`src/rtl/board_generator_pkg.sv`:
```
// Shared Memory Matrix game definitions: board geometry, FSM encoding,
// LFSR constants and the tile-count clamp used when a start is accepted.
package board_generator_pkg;

  localparam int BOARD_W    = 16;
  localparam int IDX_W      = 4;
  localparam int TILE_CNT_W = 5;

  localparam logic [15:0] LFSR_TAPS = 16'hB400;
  localparam logic [15:0] LFSR_SEED = 16'hACE1;

  typedef enum logic [1:0] {
    ST_IDLE  = 2'd0,
    ST_GEN   = 2'd1,
    ST_SHOW  = 2'd2,
    ST_READY = 2'd3
  } bg_state_e;

  // A request for zero tiles still places one; requests above the board size
  // fill the whole board.
  function automatic logic [TILE_CNT_W-1:0] clamp_target(input logic [TILE_CNT_W-1:0] n);
    logic [TILE_CNT_W-1:0] t;
    if (n == 5'd0) begin
      t = 5'd1;
    end else if (n > TILE_CNT_W'(BOARD_W)) begin
      t = TILE_CNT_W'(BOARD_W);
    end else begin
      t = n;
    end
    return t;
  endfunction

endpackage

```
`src/rtl/board_generator_if.sv`:
```
// Request/board bundle between the game controller (master) and the
// board generator (slave).
interface board_generator_if;
  import board_generator_pkg::*;

  logic                  start;
  logic [TILE_CNT_W-1:0] num_tiles;
  logic [BOARD_W-1:0]    board;
  logic                  show;
  logic                  ready;
  logic                  busy;
  logic [TILE_CNT_W-1:0] tile_count;

  modport master (
    output start, num_tiles,
    input  board, show, ready, busy, tile_count
  );

  modport slave (
    input  start, num_tiles,
    output board, show, ready, busy, tile_count
  );

endinterface

```
`src/rtl/board_generator_lfsr16.sv`:
```
// Free-running 16-bit right-shifting Galois LFSR. Reset loads the seed;
// otherwise it steps every cycle. Only the low Q_W bits are exported so a
// consumer needing a few random bits does not carry the whole state.
module lfsr16
  import board_generator_pkg::*;
#(
  parameter int Q_W = 16
) (
  input  logic           clk,
  input  logic           reset,
  input  logic [15:0]    seed,
  output logic [Q_W-1:0] q
);

  logic [15:0] state_q;
  logic [15:0] state_d;

  // Next LFSR value: shift right, fold the taps in when a one falls out.
  always_comb begin
    state_d = {1'b0, state_q[15:1]};
    if (state_q[0]) begin
      state_d = state_d ^ LFSR_TAPS;
    end else begin
      state_d = state_d;
    end
  end

  // LFSR state register; a non-zero seed keeps it off the all-zero lockup.
  always_ff @(posedge clk) begin
    if (reset) begin
      state_q <= seed;
    end else begin
      state_q <= state_d;
    end
  end

  assign q = state_q[Q_W-1:0];

endmodule

```
`src/rtl/board_generator.sv`:
```
// Builds a random board with a requested number of tiles, reveals it for a
// fixed window, then holds it steady and flags it ready for guessing.
module board_generator
  import board_generator_pkg::*;
#(
  parameter logic [15:0] SEED        = LFSR_SEED,
  parameter int          SHOW_CYCLES = 50_000_000,
  parameter int          CNT_W       = 26
) (
  input  logic              clk,
  input  logic              reset,
  board_generator_if.slave  bus
);

  localparam logic [CNT_W-1:0] SHOW_LAST = CNT_W'(SHOW_CYCLES - 1);

  bg_state_e             state_q, state_d;
  logic [BOARD_W-1:0]    tiles_q, tiles_d;
  logic [TILE_CNT_W-1:0] tile_count_q, tile_count_d;
  logic [TILE_CNT_W-1:0] target_q, target_d;
  logic [CNT_W-1:0]      cnt_q, cnt_d;
  logic [BOARD_W-1:0]    board_q, board_d;
  logic                  show_q, show_d;
  logic                  ready_q, ready_d;
  logic                  busy_q, busy_d;
  logic [IDX_W-1:0]      gen_idx;

  lfsr16 #(
    .Q_W (IDX_W)
  ) u_lfsr (
    .clk   (clk),
    .reset (reset),
    .seed  (SEED),
    .q     (gen_idx)
  );

  // Next-state, tile placement and reveal counter.
  always_comb begin
    state_d      = state_q;
    tiles_d      = tiles_q;
    tile_count_d = tile_count_q;
    target_d     = target_q;
    cnt_d        = cnt_q;
    case (state_q)
      ST_IDLE, ST_READY: begin
        if (bus.start) begin
          target_d     = clamp_target(bus.num_tiles);
          tiles_d      = {BOARD_W{1'b0}};
          tile_count_d = 5'd0;
          state_d      = ST_GEN;
        end else begin
          state_d = state_q;
        end
      end
      ST_GEN: begin
        // A collision leaves everything unchanged; the LFSR moves on anyway.
        if (!tiles_q[gen_idx]) begin
          tiles_d[gen_idx] = 1'b1;
          tile_count_d     = tile_count_q + 5'd1;
          if (tile_count_d == target_q) begin
            state_d = ST_SHOW;
            cnt_d   = {CNT_W{1'b0}};
          end else begin
            state_d = ST_GEN;
          end
        end else begin
          state_d = ST_GEN;
        end
      end
      ST_SHOW: begin
        cnt_d = cnt_q + CNT_W'(1);
        if (cnt_q == SHOW_LAST) begin
          state_d = ST_READY;
        end else begin
          state_d = ST_SHOW;
        end
      end
      default: begin
        state_d = ST_IDLE;
      end
    endcase
  end

  // Output values for the next cycle, decoded from next state so the
  // registered outputs line up exactly with the state they describe.
  always_comb begin
    show_d  = (state_d == ST_SHOW);
    ready_d = (state_d == ST_READY);
    busy_d  = (state_d == ST_GEN) || (state_d == ST_SHOW);
    if (show_d || ready_d) begin
      board_d = tiles_d;
    end else begin
      board_d = {BOARD_W{1'b0}};
    end
  end

  // State, tile mask, counters and registered outputs.
  always_ff @(posedge clk) begin
    if (reset) begin
      state_q      <= ST_IDLE;
      tiles_q      <= {BOARD_W{1'b0}};
      tile_count_q <= 5'd0;
      target_q     <= 5'd0;
      cnt_q        <= {CNT_W{1'b0}};
      board_q      <= {BOARD_W{1'b0}};
      show_q       <= 1'b0;
      ready_q      <= 1'b0;
      busy_q       <= 1'b0;
    end else begin
      state_q      <= state_d;
      tiles_q      <= tiles_d;
      tile_count_q <= tile_count_d;
      target_q     <= target_d;
      cnt_q        <= cnt_d;
      board_q      <= board_d;
      show_q       <= show_d;
      ready_q      <= ready_d;
      busy_q       <= busy_d;
    end
  end

  assign bus.board      = board_q;
  assign bus.show       = show_q;
  assign bus.ready      = ready_q;
  assign bus.busy       = busy_q;
  assign bus.tile_count = tile_count_q;

endmodule

```
`src/flat_wrapper.sv`:
```
// flat-port wrapper written by rule: the top's interface ports become plain ports
module board_generator_flat import board_generator_pkg::*;
#(
  parameter logic [15:0] SEED        = LFSR_SEED,
  parameter int          SHOW_CYCLES = 50_000_000,
  parameter int          CNT_W       = 26
)
  (clk, reset, bus_start, bus_num_tiles, bus_board, bus_show, bus_ready, bus_busy, bus_tile_count);
  board_generator_if bus_i ();
  input  logic clk;
  input  logic reset;
  input wire logic [$bits(bus_i.start)-1:0] bus_start;
  input wire logic [$bits(bus_i.num_tiles)-1:0] bus_num_tiles;
  output wire logic [$bits(bus_i.board)-1:0] bus_board;
  output wire logic [$bits(bus_i.show)-1:0] bus_show;
  output wire logic [$bits(bus_i.ready)-1:0] bus_ready;
  output wire logic [$bits(bus_i.busy)-1:0] bus_busy;
  output wire logic [$bits(bus_i.tile_count)-1:0] bus_tile_count;
  assign bus_i.start = bus_start;
  assign bus_i.num_tiles = bus_num_tiles;
  assign bus_board = bus_i.board;
  assign bus_show = bus_i.show;
  assign bus_ready = bus_i.ready;
  assign bus_busy = bus_i.busy;
  assign bus_tile_count = bus_i.tile_count;
  board_generator #(.SEED(SEED), .SHOW_CYCLES(SHOW_CYCLES), .CNT_W(CNT_W)) u_core (.clk(clk), .reset(reset), .bus(bus_i));
endmodule
```
`config.mk`:
```
export PLATFORM = sky130hd
export DESIGN_NAME = board_generator_flat
export DESIGN_NICKNAME = d
export VERILOG_FILES = /design/src/rtl/board_generator_pkg.sv /design/src/rtl/board_generator_if.sv /design/src/rtl/board_generator_lfsr16.sv /design/src/rtl/board_generator.sv /design/src/flat_wrapper.sv
export SDC_FILE = /design/constraint.sdc
export NUM_CORES = 1
export LEC_CHECK = 0
export BUFFER_PORTS_ARGS = -buffer_cell sky130_fd_sc_hd__buf_2
export CORE_MARGIN = 2
export CORE_UTILIZATION = 45
export DETAILED_ROUTE_END_ITERATION = 6
export PLACE_DENSITY_LB_ADDON = 0.08
export SYNTH_ARGS = -nofsm -noshare
export SYNTH_HDL_FRONTEND = slang
export SYNTH_SLANG_ARGS = --single-unit
```
`constraint.sdc`:
```
create_clock -name clk -period 10.2 [get_ports clk]
set_clock_uncertainty 0.2 [all_clocks]
set_input_delay 1.53 -clock clk [delete_from_list [all_inputs] [get_ports clk]]
set_output_delay 1.53 -clock clk [all_outputs]
set_load 0.05 [all_outputs]
```
# Yosys cells after proc, flatten, opt, wreduce, memory -nomap -nowiden
# Index checks and enable logic that the tools add are counted.
# classes
muxes,21
n_eq_ne,11
reduce_logical,12
add_sub_neg,2
magnitude_cmp,3
bitwise,3
# ops
op,n
two-way mux 26 bit,2
one-hot mux 26 bit (2 select lines),1
two-way mux 16 bit,3
one-hot mux 16 bit (2 select lines),1
"adder 26 x 1 -> 26 bit, second input constant",1
"== test 26 bit, second input constant",1
two-way mux 5 bit,4
OR 16 bit,1
one-hot mux 5 bit (2 select lines),1
"== test 2 bit, second input constant",4
two-way mux 2 bit,3
one-hot mux 2 bit (3 select lines),1
AND reduction 3 bit,2
"adder 5 x 1 -> 5 bit, second input constant",1
== test 5 bit,1
"> comparator 5 bit, second input constant",1
zero test 5 bit,1
"less-than comparator 4 x 5 -> 1 bit, second input constant",1
binary-select mux 1 bit (select 4 bit),1
demux 1 bit (select 4 bit),1
"== test 2 x 1 -> 1 bit, second input constant",2
">= comparator 4 x 1 -> 1 bit, second input constant",1
"!= test 2 bit, second input constant",2
inverter 3 -> 4 bit,1
9 further kinds,14
# word_totals
wordCells,62
register_bits,89
input_bits,8
output_inout_bits,24

# Logic depth before layout (Yosys ltp)
# depth
ltp_word,9
ltp_mapped,14
ltp_nobuf,13

# Hierarchy
# From an unflattened synthesis, not the netlist that was laid out.
# hier_totals
cells_unflattened,462
area_unflattened_um2,4103.9
# by_module_without_submodules
mod,instances,seq_area_each_um2,area_per_inst_um2,cells_each
board_generator,1,1461.4,3513.4,418
lfsr16,1,320.3,590.6,44

# Worst setup path before layout
# No wires, ideal clock.
# synth_path
kind,reg2reg
from,register u_core.tile_count_q[0] (netlist: u_core.bus.tile_count[0])
to,register u_core.board_q[12] (netlist: u_core.bus.board[12])
path_buffers,2
arrival_ns,3.270
stages_incl_launch_ff,14
path_slack_ns,6.669
path_cell_list,dfxtp_1 ha_1 nor3b_1 o21a_1 o211ai_1 o31a_1 clkbuf_1 o22ai_1 ha_1 nor2b_1 nor2_1 nor2_1 clkbuf_1 a22o_1
# synth_between
elab_chain_cells,9
elab_cells_between_ends,10
# synth_lines
element,line,rtl
"start, declared",board_generator.sv:19,"logic [TILE_CNT_W-1:0] tile_count_q, tile_count_d;"
"start signal, assigned",board_generator.sv:112,tile_count_q <= tile_count_d;
adder 5 x 1 -> 5 bit,board_generator.sv:59,tile_count_d = tile_count_q + 5'd1;
== test 5 bit,board_generator.sv:60,if (tile_count_d == target_q) begin
two-way mux 2 bit,board_generator.sv:60,
two-way mux 2 bit,board_generator.sv:57,if (!tiles_q[gen_idx]) begin
one-hot mux 2 bit (3 select lines),board_generator.sv:44,case (state_q)
== test 2 bit,board_generator.sv:87,show_d = (state_d == ST_SHOW);
named net u_core.show_d,board_generator.sv:23,"logic show_q, show_d;"
logical OR 1 bit,board_generator.sv:90,if (show_d || ready_d) begin
inverter 1 bit (no source line),n/a,
OR reduction 2 bit (no source line),n/a,
"end signal, assigned",board_generator.sv:105,board_q <= {BOARD_W{1'b0}};
"end signal, assigned",board_generator.sv:115,board_q <= board_d;
"end, declared",board_generator.sv:22,"logic [BOARD_W-1:0] board_q, board_d;"
# The timed path passes the listed nets, and every way through them passes these cells.
# A chain may end at the register's enable or synchronous reset.

# Final worst setup path
# layout_path
from,register u_core.u_lfsr.state_q[0]
to,register u_core.board_q[2] (netlist: u_core.bus.board[2])
# layout_between
elab_chain_cells,8
elab_cells_between_ends,17
# layout_lines
element,line,rtl
"start, declared",board_generator_lfsr16.sv:15,logic [15:0] state_q;
"start signal, assigned",board_generator_lfsr16.sv:33,state_q <= state_d;
binary-select mux 1 bit (select 4 bit),board_generator.sv:57,
two-way mux 1 bit (not written as such),board_generator.sv:57,
two-way mux 2 bit,board_generator.sv:57,
one-hot mux 2 bit (3 select lines),board_generator.sv:44,
== test 2 bit,board_generator.sv:87,
named net u_core.show_d,board_generator.sv:23,
logical OR 1 bit,board_generator.sv:90,
inverter 1 bit (no source line),n/a,
OR reduction 2 bit (no source line),n/a,
# The timed path passes the listed nets, and every way through them passes these cells. The select of a mux whose other input is x is not followed.

==> impl_metrics.toml <==
[status]
outcome = "finished, final reports clean"

[critical_path]
cp_data_required_time_ns = 10.30
endpoint = "u_core.bus.board[2]"
regToRegSetupSlack_ns = 5.91
r2r-end = "u_core.bus.board[2]"
crit_fanout = 21
start_kind = "flop"
worstRegToRegCells = 10
critical_path_class = "reg -> reg"
cp-startpoint = "u_core.u_lfsr.state_q[0]"
r2r-start = "u_core.u_lfsr.state_q[0]"
cp.arrival_ns = 4.39
end_kind = "flop"

[pwr]
max-vdd-ir-drop_mv = 0.0605
power_mw = 0.681
leakage_nw = 1.57
powerDensity_nw_per_um2 = 156

[global_routing]
antenna_found_initial = 0
grt_max_degree = 62
gr-usage-all-layers_pct = 18.6
grt_pass1_vias = 3015
grt-ovfl-total = 0
grt_pass1_wl_um = 14700

[final_layout]
final_cells = 564
nets = 465
final_cell_mix = "dfxtp_1, a22o_1, nand2_1, buf_2"
drive_above_1_share_pct = 16.0
fin_util_pct = 50.7
antenna_cells = 0
areaGrowthSynthToFinish_pct = 10.3
final_common_cell = "dfxtp_1"

[clocking]
post_cts_buffers = 0
cts_buffers = 9
clockBufferDepth = 2
cts_max_level = 3
cts_sinks = 89
cts_tree = "yes"
clockRootBuffer = "clkbuf_8"
cts-resized-gates = 0
clkTransAtPathRegs_ns = 0.09
clock_latency_ns = 0.37
cts_hold_buffers = 0

[logic_synthesis]
avgSynthCellArea_sq_um = 9.21
syn_area_sq_um = 3970
synth_edf_count = 0
synth_seq_cells = 89
synth_fp_nets = 445
synth_seq_area_share_pct = 44.9
syn_inst = 431
async_flop_share_pct = 0
synthFlopType = "dfxtp_1"
yosysUniqueCellTypes = 52
ys_top_cells_by_area = "dfxtp_1, a22o_1, nor2b_1, nand2_1, a21oi_1"
yosysTopAreaCellShare_pct = 44.9
ys_warn_count = 0
yosys.area.top_type = "dfxtp_1"

[floorplanning]
die_h_um = 97.9
start_util_pct = 46.0
coreArea_sq_um = 8640
die-area_sq_um = 9590
die_x_um = 97.9
ioPinCount = 32
rows = 34

[place]
portBuffers = 31
gp_congestion = 0.784
dp.cells = 548
hpwl_um = 5700

[hold_path]
min-delay-start = "u_core.u_lfsr.state_q[8]"
hold_path.class = "reg -> reg"

[route]
vias = 3210
drc = 0
drtIter0Drc = 130
vias_per_cell = 5.69
wire_per_inst_um = 15.3
drt-pass1-iter-count = 4
antenna_left = 0
wirelength_um = 8610

[timing]
rsz0062_at_grt = "no"
fmax_mhz = 233
max-slew-margin-rel_pct = 25.8
hold_violations = 0
fin_tns_setup_ns = 0
slew_violations = 0
period_minus_slack_ns = 4.29
worstMarginPinSlew_ns = 1.11
setup_viol = 0
holdWs_ns = 0.217
period_share_pct = 42.0

[job]
maxCapViolCount = 0
[per-layer routing]
| layer | track usage, % | wire [um] | vias to the layer above |
|---|---|---|---|
| met5 | 0 | 0 | - |
| li1 | - | - | 1617 |
| met1 | 25.4 | 4100 | 1507 |
| met4 | 6.62 | 99 | 0 |
| met2 | 29.7 | 4060 | 76 |
| met3 | 3.08 | 350 | 10 |
[critical path, cell delays in order (launching register included)]
cell	delay (ns)
dfxtp_1	0.70
mux4_2	0.60
a22oi_2	0.22
nand3_2	0.11
o31a_1	0.55
o22ai_1	0.32
ha_1	0.18
nor2b_1	0.19
nor2_1	0.09
nor2_1	0.80
a22o_1	0.27
[sequential cells by signal, summed over array words and instances, names as in the netlist]
| register | cells |
|---|---|
| u_core.bus.board | 16 |
| u_core.bus.busy | 1 |
| u_core.bus.ready | 1 |
| u_core.bus.show | 1 |
| u_core.bus.tile_count | 5 |
| u_core.cnt_q | 26 |
| u_core.state_q | 2 |
| u_core.target_q | 5 |
| u_core.tiles_q | 16 |
| u_core.u_lfsr.state_q | 16 |
[worst min-delay path by stage]
stage | depth (start not counted) | slack (ns) | end
finish | 1 | 0.22 | u_core.u_lfsr.state_q[7]
global route | 1 | 0.25 | u_core.u_lfsr.state_q[11]
CTS | 1 | 0.22 | u_core.u_lfsr.state_q[7]
detailed placement | 1 | 0.20 | u_core.u_lfsr.state_q[7]
global placement | 1 | 0.19 | u_core.u_lfsr.state_q[11]
floorplan | 1 | 0.19 | u_core.u_lfsr.state_q[11]
[metrics by stage]
stage,area (sq um),setup WS (ns)
floorplan,3970,6.67
global placement,4190,6.05
detailed placement,4190,5.90
CTS,4380,5.87
global route,4380,5.49
finish,4380,5.91
[kinds of logic (layout without fill, tap and decap cells)]
family,count (synthesis),after routing,synth area share [%]
buffers and inverters,40,65,4.03
adders and majority gates,6,6,1.89
and+or+nand+nor,169,169,24.1
xor gates and xnor gates,9,9,1.98
muxes,5,5,2.55
AOI/OAI and AO/OA,113,113,20.5
DFF,89,89,44.9
[final cells by class]
class	instances	area, sq um
fillers	835	4260
inverters	15	56.3
flip-flops and latches	89	1780
clock inverters	7	70.1
multi-input cells	302	2030
repair buffers	34	178
well taps	108	135
clock buffers	9	124
[cells in the mapped netlist (2+ instances only)]
master / instances
nor4_1: 2
a211o_1: 7
nand2b_1: 8
and3_1: 3
or2_2: 10
mux4_2: 4
xor2_1: 2
and4_1: 2
nor2b_1: 21
o31ai_1: 9
or4_1: 6
a22o_1: 33
a31oi_1: 3
clkbuf_1: 22
nand3_1: 18
dfxtp_1: 89
nand2_1: 32
inv_1: 15
or3_1: 4
ha_1: 6
nor2_1: 22
nand4b_1: 3
o31a_1: 4
xnor2_1: 7
nand3b_1: 2
nor3b_1: 5
and4b_1: 2
buf_2: 2
nor3_1: 11
o221ai_1: 2
nor4b_2: 2
nand4_1: 7
o32ai_1: 2
o21ai_0: 20
o21a_1: 2
and2_1: 5
a21oi_1: 22
[power by group]
| group | internal [mW] | total (mW) | switching (mW) | leakage [nW] |
|---|---|---|---|---|
| combinational | 0.0252 | 0.0811 | 0.0559 | 0.751 |
| clock | 0.0953 | 0.237 | 0.142 | 0.0955 |
| sequential | 0.356 | 0.363 | 0.00721 | 0.723 |
| total | 0.477 | 0.681 | 0.205 | 1.57 |
(Power assumes the default switching activity.)
